**src/rtl/adda_pkg.sv**
```systemverilog
// Shared definitions for the ADC capture buffer slice: parameter defaults
// and the controller state encoding.
package adda_pkg;

    localparam int unsigned DATA_W_DEF = 8;    // ADC sample width
    localparam int unsigned DEPTH_DEF  = 256;  // samples per capture (power of two, >= 4)

    typedef enum logic [1:0] {
        ST_IDLE    = 2'd0,
        ST_ARMED   = 2'd1,
        ST_CAPTURE = 2'd2,
        ST_READOUT = 2'd3
    } state_e;

endpackage

```
**src/rtl/adda_sdp_ram.sv**
```systemverilog
// Simple dual-port sample store: one write port, one read port with a
// registered output (1-cycle read latency). No reset on the array or the
// read register so it maps onto block RAM.
//
// Ports:
//   clk_i    - clock, rising edge
//   we_i     - write enable
//   waddr_i  - write address
//   wdata_i  - write data
//   re_i     - read enable; rdata_o holds its value while re_i is low
//   raddr_i  - read address
//   rdata_o  - registered read data
module adda_sdp_ram #(
    parameter int unsigned DATA_W = 8,
    parameter int unsigned ADDR_W = 8
) (
    input  logic              clk_i,
    input  logic              we_i,
    input  logic [ADDR_W-1:0] waddr_i,
    input  logic [DATA_W-1:0] wdata_i,
    input  logic              re_i,
    input  logic [ADDR_W-1:0] raddr_i,
    output logic [DATA_W-1:0] rdata_o
);

    localparam int unsigned WORDS = 1 << ADDR_W;

    logic [DATA_W-1:0] mem_q [WORDS];
    logic [DATA_W-1:0] rdata_q;

    always_ff @(posedge clk_i) begin
        if (we_i) begin
            mem_q[waddr_i] <= wdata_i;
        end
        if (re_i) begin
            rdata_q <= mem_q[raddr_i];
        end
    end

    assign rdata_o = rdata_q;

endmodule

```
**src/rtl/adc_capture_buffer.sv**
```systemverilog
// Triggered ADC capture buffer. Generates the ADC sample clock (i_clk/2),
// waits for a level crossing on the strobed samples, captures DEPTH samples
// starting with the triggering one, then streams them out over valid/ready.
//
// Ports:
//   i_clk, i_rst_n           - system clock; asynchronous active-low reset
//   o_adc_clk                - registered ADC sample clock
//   i_adc_data               - ADC parallel data
//   i_arm / i_abort          - start a capture / return to IDLE (abort wins)
//   i_trig_level             - unsigned trigger threshold
//   i_trig_falling           - 0 = rising crossing, 1 = falling crossing
//   o_rd_valid, i_rd_ready   - readout handshake
//   o_rd_data, o_rd_last     - readout sample, marks index DEPTH-1
//   o_busy                   - high outside IDLE
//   o_done                   - one-cycle pulse after the last sample is accepted
module adc_capture_buffer
    import adda_pkg::*;
#(
    parameter int unsigned DATA_W = DATA_W_DEF,
    parameter int unsigned DEPTH  = DEPTH_DEF
) (
    input  logic              i_clk,
    input  logic              i_rst_n,
    output logic              o_adc_clk,
    input  logic [DATA_W-1:0] i_adc_data,
    input  logic              i_arm,
    input  logic              i_abort,
    input  logic [DATA_W-1:0] i_trig_level,
    input  logic              i_trig_falling,
    output logic              o_rd_valid,
    input  logic              i_rd_ready,
    output logic [DATA_W-1:0] o_rd_data,
    output logic              o_rd_last,
    output logic              o_busy,
    output logic              o_done
);

    localparam int unsigned AW = $clog2(DEPTH);
    localparam logic [AW-1:0] PTR_LAST = AW'(DEPTH - 1);

    state_e            state_q,    state_d;
    logic              adc_clk_q;
    logic [DATA_W-1:0] prev_q,     prev_d;
    logic              prev_vld_q, prev_vld_d;
    logic [AW-1:0]     wptr_q,     wptr_d;
    logic [AW-1:0]     rptr_q,     rptr_d;
    logic              rd_end_q,   rd_end_d;   // read of DEPTH-1 already issued
    logic              rd_valid_q, rd_valid_d;
    logic              rd_last_q,  rd_last_d;
    logic              done_q,     done_d;

    logic              strobe;
    logic              trig_hit;
    logic              fire;
    logic              ram_we;
    logic [AW-1:0]     ram_waddr;
    logic              ram_re;
    logic [DATA_W-1:0] ram_rdata;

    // The sample strobe is the high phase of the ADC clock.
    assign strobe = adc_clk_q;
    assign fire   = rd_valid_q & i_rd_ready;

    always_comb begin
        if (i_trig_falling) begin
            trig_hit = (prev_q > i_trig_level) && (i_adc_data <= i_trig_level);
        end else begin
            trig_hit = (prev_q < i_trig_level) && (i_adc_data >= i_trig_level);
        end
    end

    always_ff @(posedge i_clk or negedge i_rst_n) begin
        if (!i_rst_n) begin
            state_q    <= ST_IDLE;
            adc_clk_q  <= 1'b0;
            prev_q     <= '0;
            prev_vld_q <= 1'b0;
            wptr_q     <= '0;
            rptr_q     <= '0;
            rd_end_q   <= 1'b0;
            rd_valid_q <= 1'b0;
            rd_last_q  <= 1'b0;
            done_q     <= 1'b0;
        end else begin
            state_q    <= state_d;
            adc_clk_q  <= ~adc_clk_q;
            prev_q     <= prev_d;
            prev_vld_q <= prev_vld_d;
            wptr_q     <= wptr_d;
            rptr_q     <= rptr_d;
            rd_end_q   <= rd_end_d;
            rd_valid_q <= rd_valid_d;
            rd_last_q  <= rd_last_d;
            done_q     <= done_d;
        end
    end

    always_comb begin
        state_d    = state_q;
        prev_d     = prev_q;
        prev_vld_d = prev_vld_q;
        wptr_d     = wptr_q;
        rptr_d     = rptr_q;
        rd_end_d   = rd_end_q;
        rd_valid_d = rd_valid_q;
        rd_last_d  = rd_last_q;
        done_d     = 1'b0;
        ram_we     = 1'b0;
        ram_waddr  = wptr_q;
        ram_re     = 1'b0;

        unique case (state_q)
            ST_IDLE: begin
                prev_vld_d = 1'b0;
                if (i_arm) begin
                    state_d = ST_ARMED;
                end
            end

            ST_ARMED: begin
                if (strobe) begin
                    prev_d     = i_adc_data;
                    prev_vld_d = 1'b1;
                    // The first strobe after arming only seeds prev.
                    if (prev_vld_q && trig_hit) begin
                        ram_we    = 1'b1;
                        ram_waddr = '0;
                        wptr_d    = AW'(1);
                        state_d   = ST_CAPTURE;
                    end
                end
            end

            ST_CAPTURE: begin
                if (strobe) begin
                    ram_we = 1'b1;
                    if (wptr_q == PTR_LAST) begin
                        wptr_d   = '0;
                        rptr_d   = '0;
                        rd_end_d = 1'b0;
                        state_d  = ST_READOUT;
                    end else begin
                        wptr_d = wptr_q + AW'(1);
                    end
                end
            end

            ST_READOUT: begin
                // The RAM output register doubles as the output stage: a new
                // read is issued only when the current word is empty or leaving,
                // so the word under a stall stays put.
                if (fire && rd_last_q) begin
                    rd_valid_d = 1'b0;
                    rd_last_d  = 1'b0;
                    rptr_d     = '0;
                    rd_end_d   = 1'b0;
                    done_d     = 1'b1;
                    state_d    = ST_IDLE;
                end else if ((!rd_valid_q || fire) && !rd_end_q) begin
                    ram_re     = 1'b1;
                    rd_valid_d = 1'b1;
                    rd_last_d  = (rptr_q == PTR_LAST);
                    if (rptr_q == PTR_LAST) begin
                        rd_end_d = 1'b1;
                    end else begin
                        rptr_d = rptr_q + AW'(1);
                    end
                end else if (fire) begin
                    rd_valid_d = 1'b0;
                    rd_last_d  = 1'b0;
                end
            end

            default: state_d = ST_IDLE;
        endcase

        if (i_abort) begin
            state_d    = ST_IDLE;
            prev_vld_d = 1'b0;
            wptr_d     = '0;
            rptr_d     = '0;
            rd_end_d   = 1'b0;
            rd_valid_d = 1'b0;
            rd_last_d  = 1'b0;
            done_d     = 1'b0;
            ram_we     = 1'b0;
            ram_re     = 1'b0;
        end
    end

    adda_sdp_ram #(
        .DATA_W (DATA_W),
        .ADDR_W (AW)
    ) u_ram (
        .clk_i   (i_clk),
        .we_i    (ram_we),
        .waddr_i (ram_waddr),
        .wdata_i (i_adc_data),
        .re_i    (ram_re),
        .raddr_i (rptr_q),
        .rdata_o (ram_rdata)
    );

    assign o_adc_clk  = adc_clk_q;
    assign o_rd_valid = rd_valid_q;
    assign o_rd_data  = rd_valid_q ? ram_rdata : '0;
    assign o_rd_last  = rd_last_q;
    assign o_busy     = (state_q != ST_IDLE);
    assign o_done     = done_q;

endmodule

```
**config.mk**
```make
export PLATFORM = sky130hd
export DESIGN_NAME = adc_capture_buffer
export DESIGN_NICKNAME = d
export VERILOG_FILES = /design/src/rtl/adda_pkg.sv /design/src/rtl/adda_sdp_ram.sv /design/src/rtl/adc_capture_buffer.sv
export SDC_FILE = /design/constraint.sdc
export NUM_CORES = 2
export LEC_CHECK = 0
export ABC_AREA = 0
export CORE_AREA = 2 2 590 592
export DETAILED_ROUTE_END_ITERATION = 8
export DIE_AREA = 0 0 592 594
export SLEW_MARGIN = 20
export SYNTH_ARGS = -nofsm -noshare
export SYNTH_HDL_FRONTEND = slang
export SYNTH_SLANG_ARGS = --single-unit
```
**constraint.sdc**
```tcl
create_clock -name i_clk -period 5.2 [get_ports i_clk]
set_input_delay 0.78 -clock i_clk [delete_from_list [all_inputs] [get_ports i_clk]]
set_output_delay 0.78 -clock i_clk [all_outputs]
set_load 0.05 [all_outputs]
```
==> metrics.txt <==
Worst path max stage delay 0.99 ns; port bufs 34; Worst Hold Slack 0.02355 ns; final core area utilization 0.2820; pwr dens 362.9 nW/um2; hold_buf cts 0; worst vdd rail ir drop 324.5 uV; Root Buffer clkbuf_16; WS Path Type reg -> reg; Slew headroom 0.1800; min cycle time layout 4.437 ns; placed cells 8691; commonest cells after routing, fill and taps aside edfxtp_1, mux4_2, buf_4; nature of the critical path endpoint flop; DRT Pass-1 Iters 6; WP data arrival 4.93 ns; internal power 27.69 mW; commonest non-fill, non-tap cell in the layout edfxtp_1; Required @ worst endpoint 5.69 ns; R2R depth 8; post-CTS sizing 0; first-pass GRT wire length 332600 um; register bit total from synthesis 2088; fin crit share 0.8533; reg2reg setup slack 0.76 ns; post-synthesis sequential area ratio 0.7570; Antenna Nets Post-Route 0; cell count after synthesis 3983; maxcap violations 0; Worst-Skew Late Latency 0.86 ns; Initial Util 0.2394; Synth Warn # 0; grt ovf 0; die area 351600 um2; Core Rows 216; fill count 33.70k; post-DP HPWL 146800 um; Unique masters post-synth 83; reg2reg end u_ram.rdata_o[0]; CTS Sinks 2088; core box area 345100 um2; P_leak 28.68 nW; Sw Ratio 0.2160; worst hold path class in -> async; slowest CP cell dfrtp_4; routed length per instance 25.75 um; Post-synth ARST share 0.01533; Via-to-Cell Ratio 4.753; DRT iter0 DRCs 5788; Layout Nets 4369; syn_area_per_cell 20.74 um2; Layout Cells excl Fill 9081; H-tree lvl count 4; crit-path max FO 28; CP delay by family, top compound AO/OA/AOI/OAI gates; CTS tree yes; Final Wtd Congestion 0.8668; Reg clk slew, reported paths 0.06 ns; Max Clk Rate 225.4 MHz; clock skew 0.03981 ns; layout cells sized above 1 0.2733; number of antenna violations at the first check in global routing 7; Die X 592 um; final worst setup slack 0.7626 ns; status finished clean; cell mode on critical path buf_4; pin count of the biggest net entering global routing 178; Clock power frac 0.427; Top-Level Pins 35; Net Count, Synth 4028; number of global-route vias before repair 43.34k; Net Sw Power 7.628 mW; Final Slew Violations 0; cts bufs inserted 209; overall routing resource usage 0.1300; reg2reg start rptr_q[0]; clk buf depth 3; vias 43.17k; Sequential Power Share 0.526; final wirelength 233800 um; Post-synth EDFFs 2056; CP Launch Type flop; RSZ-0062 raised after global routing false; crit-path cells buf_4 > mux4_2 > a22o_1 > a221oi_1 > a2111oi_0 > buf_4 > o21ai_0 > o211ai_1; synthesis-to-finish area growth 17.78%; Comb power frac 0.047; # DRC 0; final hold viol count 0; Top FF cell, synth edfxtp_1; dpl ws 0.2120 ns; die height 594 um; Slew @ Worst Pin 1.230 ns; Post CTS Setup Buffer Count 0; CP Launch Point rptr_q[0]; Worst Path Buf+Inv 2; Setup Viol. Count Final 0; Syn Std Cell Area 82620 um2
## power groups by stage
| stage | clock network (mW) | logic (mW) | registers [mW] |
|---|---|---|---|
| 4_1_cts | 15.3 | 1.66 | 18.6 |
| 6_report | 15.1 | 1.66 | 18.6 |
| 3_5_place_dp | 0 | 1.66 | 18.9 |
| 3_3_place_gp | 0 | 1.65 | 18.9 |
| 5_1_grt | 15.9 | 1.76 | 18.6 |
| 2_1_floorplan | 0 | 0.946 | 18.9 |
## worst reg2reg max path: cells and delay by family (launching register included)
family	cells	cell delay (ns)
AOI/OAI and AO/OA	5	1.67
buffers and inverters	2	0.82
DFF	1	0.99
muxes	1	0.59
## sequential cells by signal (all words and copies together) (netlist names), 2 cells and up
register,count
u_ram.mem_q,2048
prev_q,8
rptr_q,8
u_ram.rdata_o,8
wptr_q,8
state_q,2
## metal layers
metal,vias up,global-route usage,wire length [um]
met1,23010,0.1780,94910
met2,2335,0.2041,109200
met4,0,0.04605,8598
met3,399,0.02631,21100
met5,-,0,0
li1,17420,-,-
## Yosys cell counts (25+ instances only)
cell | number | area [um2]
nand2_1 | 79 | 296.5
buf_2 | 95 | 475.5
buf_6 | 30 | 337.8
o22ai_1 | 28 | 175.2
o21ai_0 | 32 | 160.2
a22oi_1 | 75 | 563.0
clkbuf_1 | 64 | 240.2
mux4_2 | 463 | 10430
nor2_1 | 244 | 915.9
nor3_1 | 26 | 130.1
edfxtp_1 | 2056 | 61740
nor2b_1 | 25 | 156.4
dfrtp_1 | 32 | 800.8
nand3_1 | 34 | 170.2
buf_4 | 40 | 300.3
a21oi_1 | 63 | 315.3
nor4_1 | 59 | 369.1
inv_1 | 27 | 101.4
o221ai_1 | 28 | 245.2
mux2i_1 | 152 | 1521
## metrics by stage
step           setup TNS, ns  instance area [um2]  power [mW]
2_1_floorplan              0                82620       19.85
3_3_place_gp          -2.086                90420       20.58
3_5_place_dp               0                90460       20.60
4_1_cts                    0                97300       35.53
5_1_grt                    0                97300       36.26
6_report                   0                97310       35.31
## final cells by class
class,count,area (um2),share of cell area
flip-flops and latches,2088,62560,0.6429
multi-input cells,1613,18780,0.1930
clock buffers,243,5379,0.05528
inverters,28,105.1,0.001080
diodes,2,5.005,0.00005143
well taps,4578,5728,0.05886
clock inverters,145,1466,0.01507
repair buffers,384,3292,0.03383
## worst max-delay path by stage
stage                     endpoint  slack (ns)  depth (start not counted)
2_1_floorplan  u_ram.mem_q[145][0]        1.29                         11
3_3_place_gp    u_ram.mem_q[96][6]       -0.08                         12
3_5_place_dp   u_ram.mem_q[145][3]        0.21                         12
4_1_cts           u_ram.rdata_o[0]        0.86                          8
5_1_grt           u_ram.rdata_o[0]        0.64                          8
6_report          u_ram.rdata_o[0]        0.76                          8
## cell families after synthesis
logic type,synth area share
DFF,0.7570
muxes,0.1511
xor gates and xnor gates,0.0006362
buffers and inverters,0.02067
and+or+nand+nor,0.03018
AOI/OAI and AO/OA,0.03698
adders and majority gates,0.003483
Note: power is estimated with default switching activity, not from simulation.
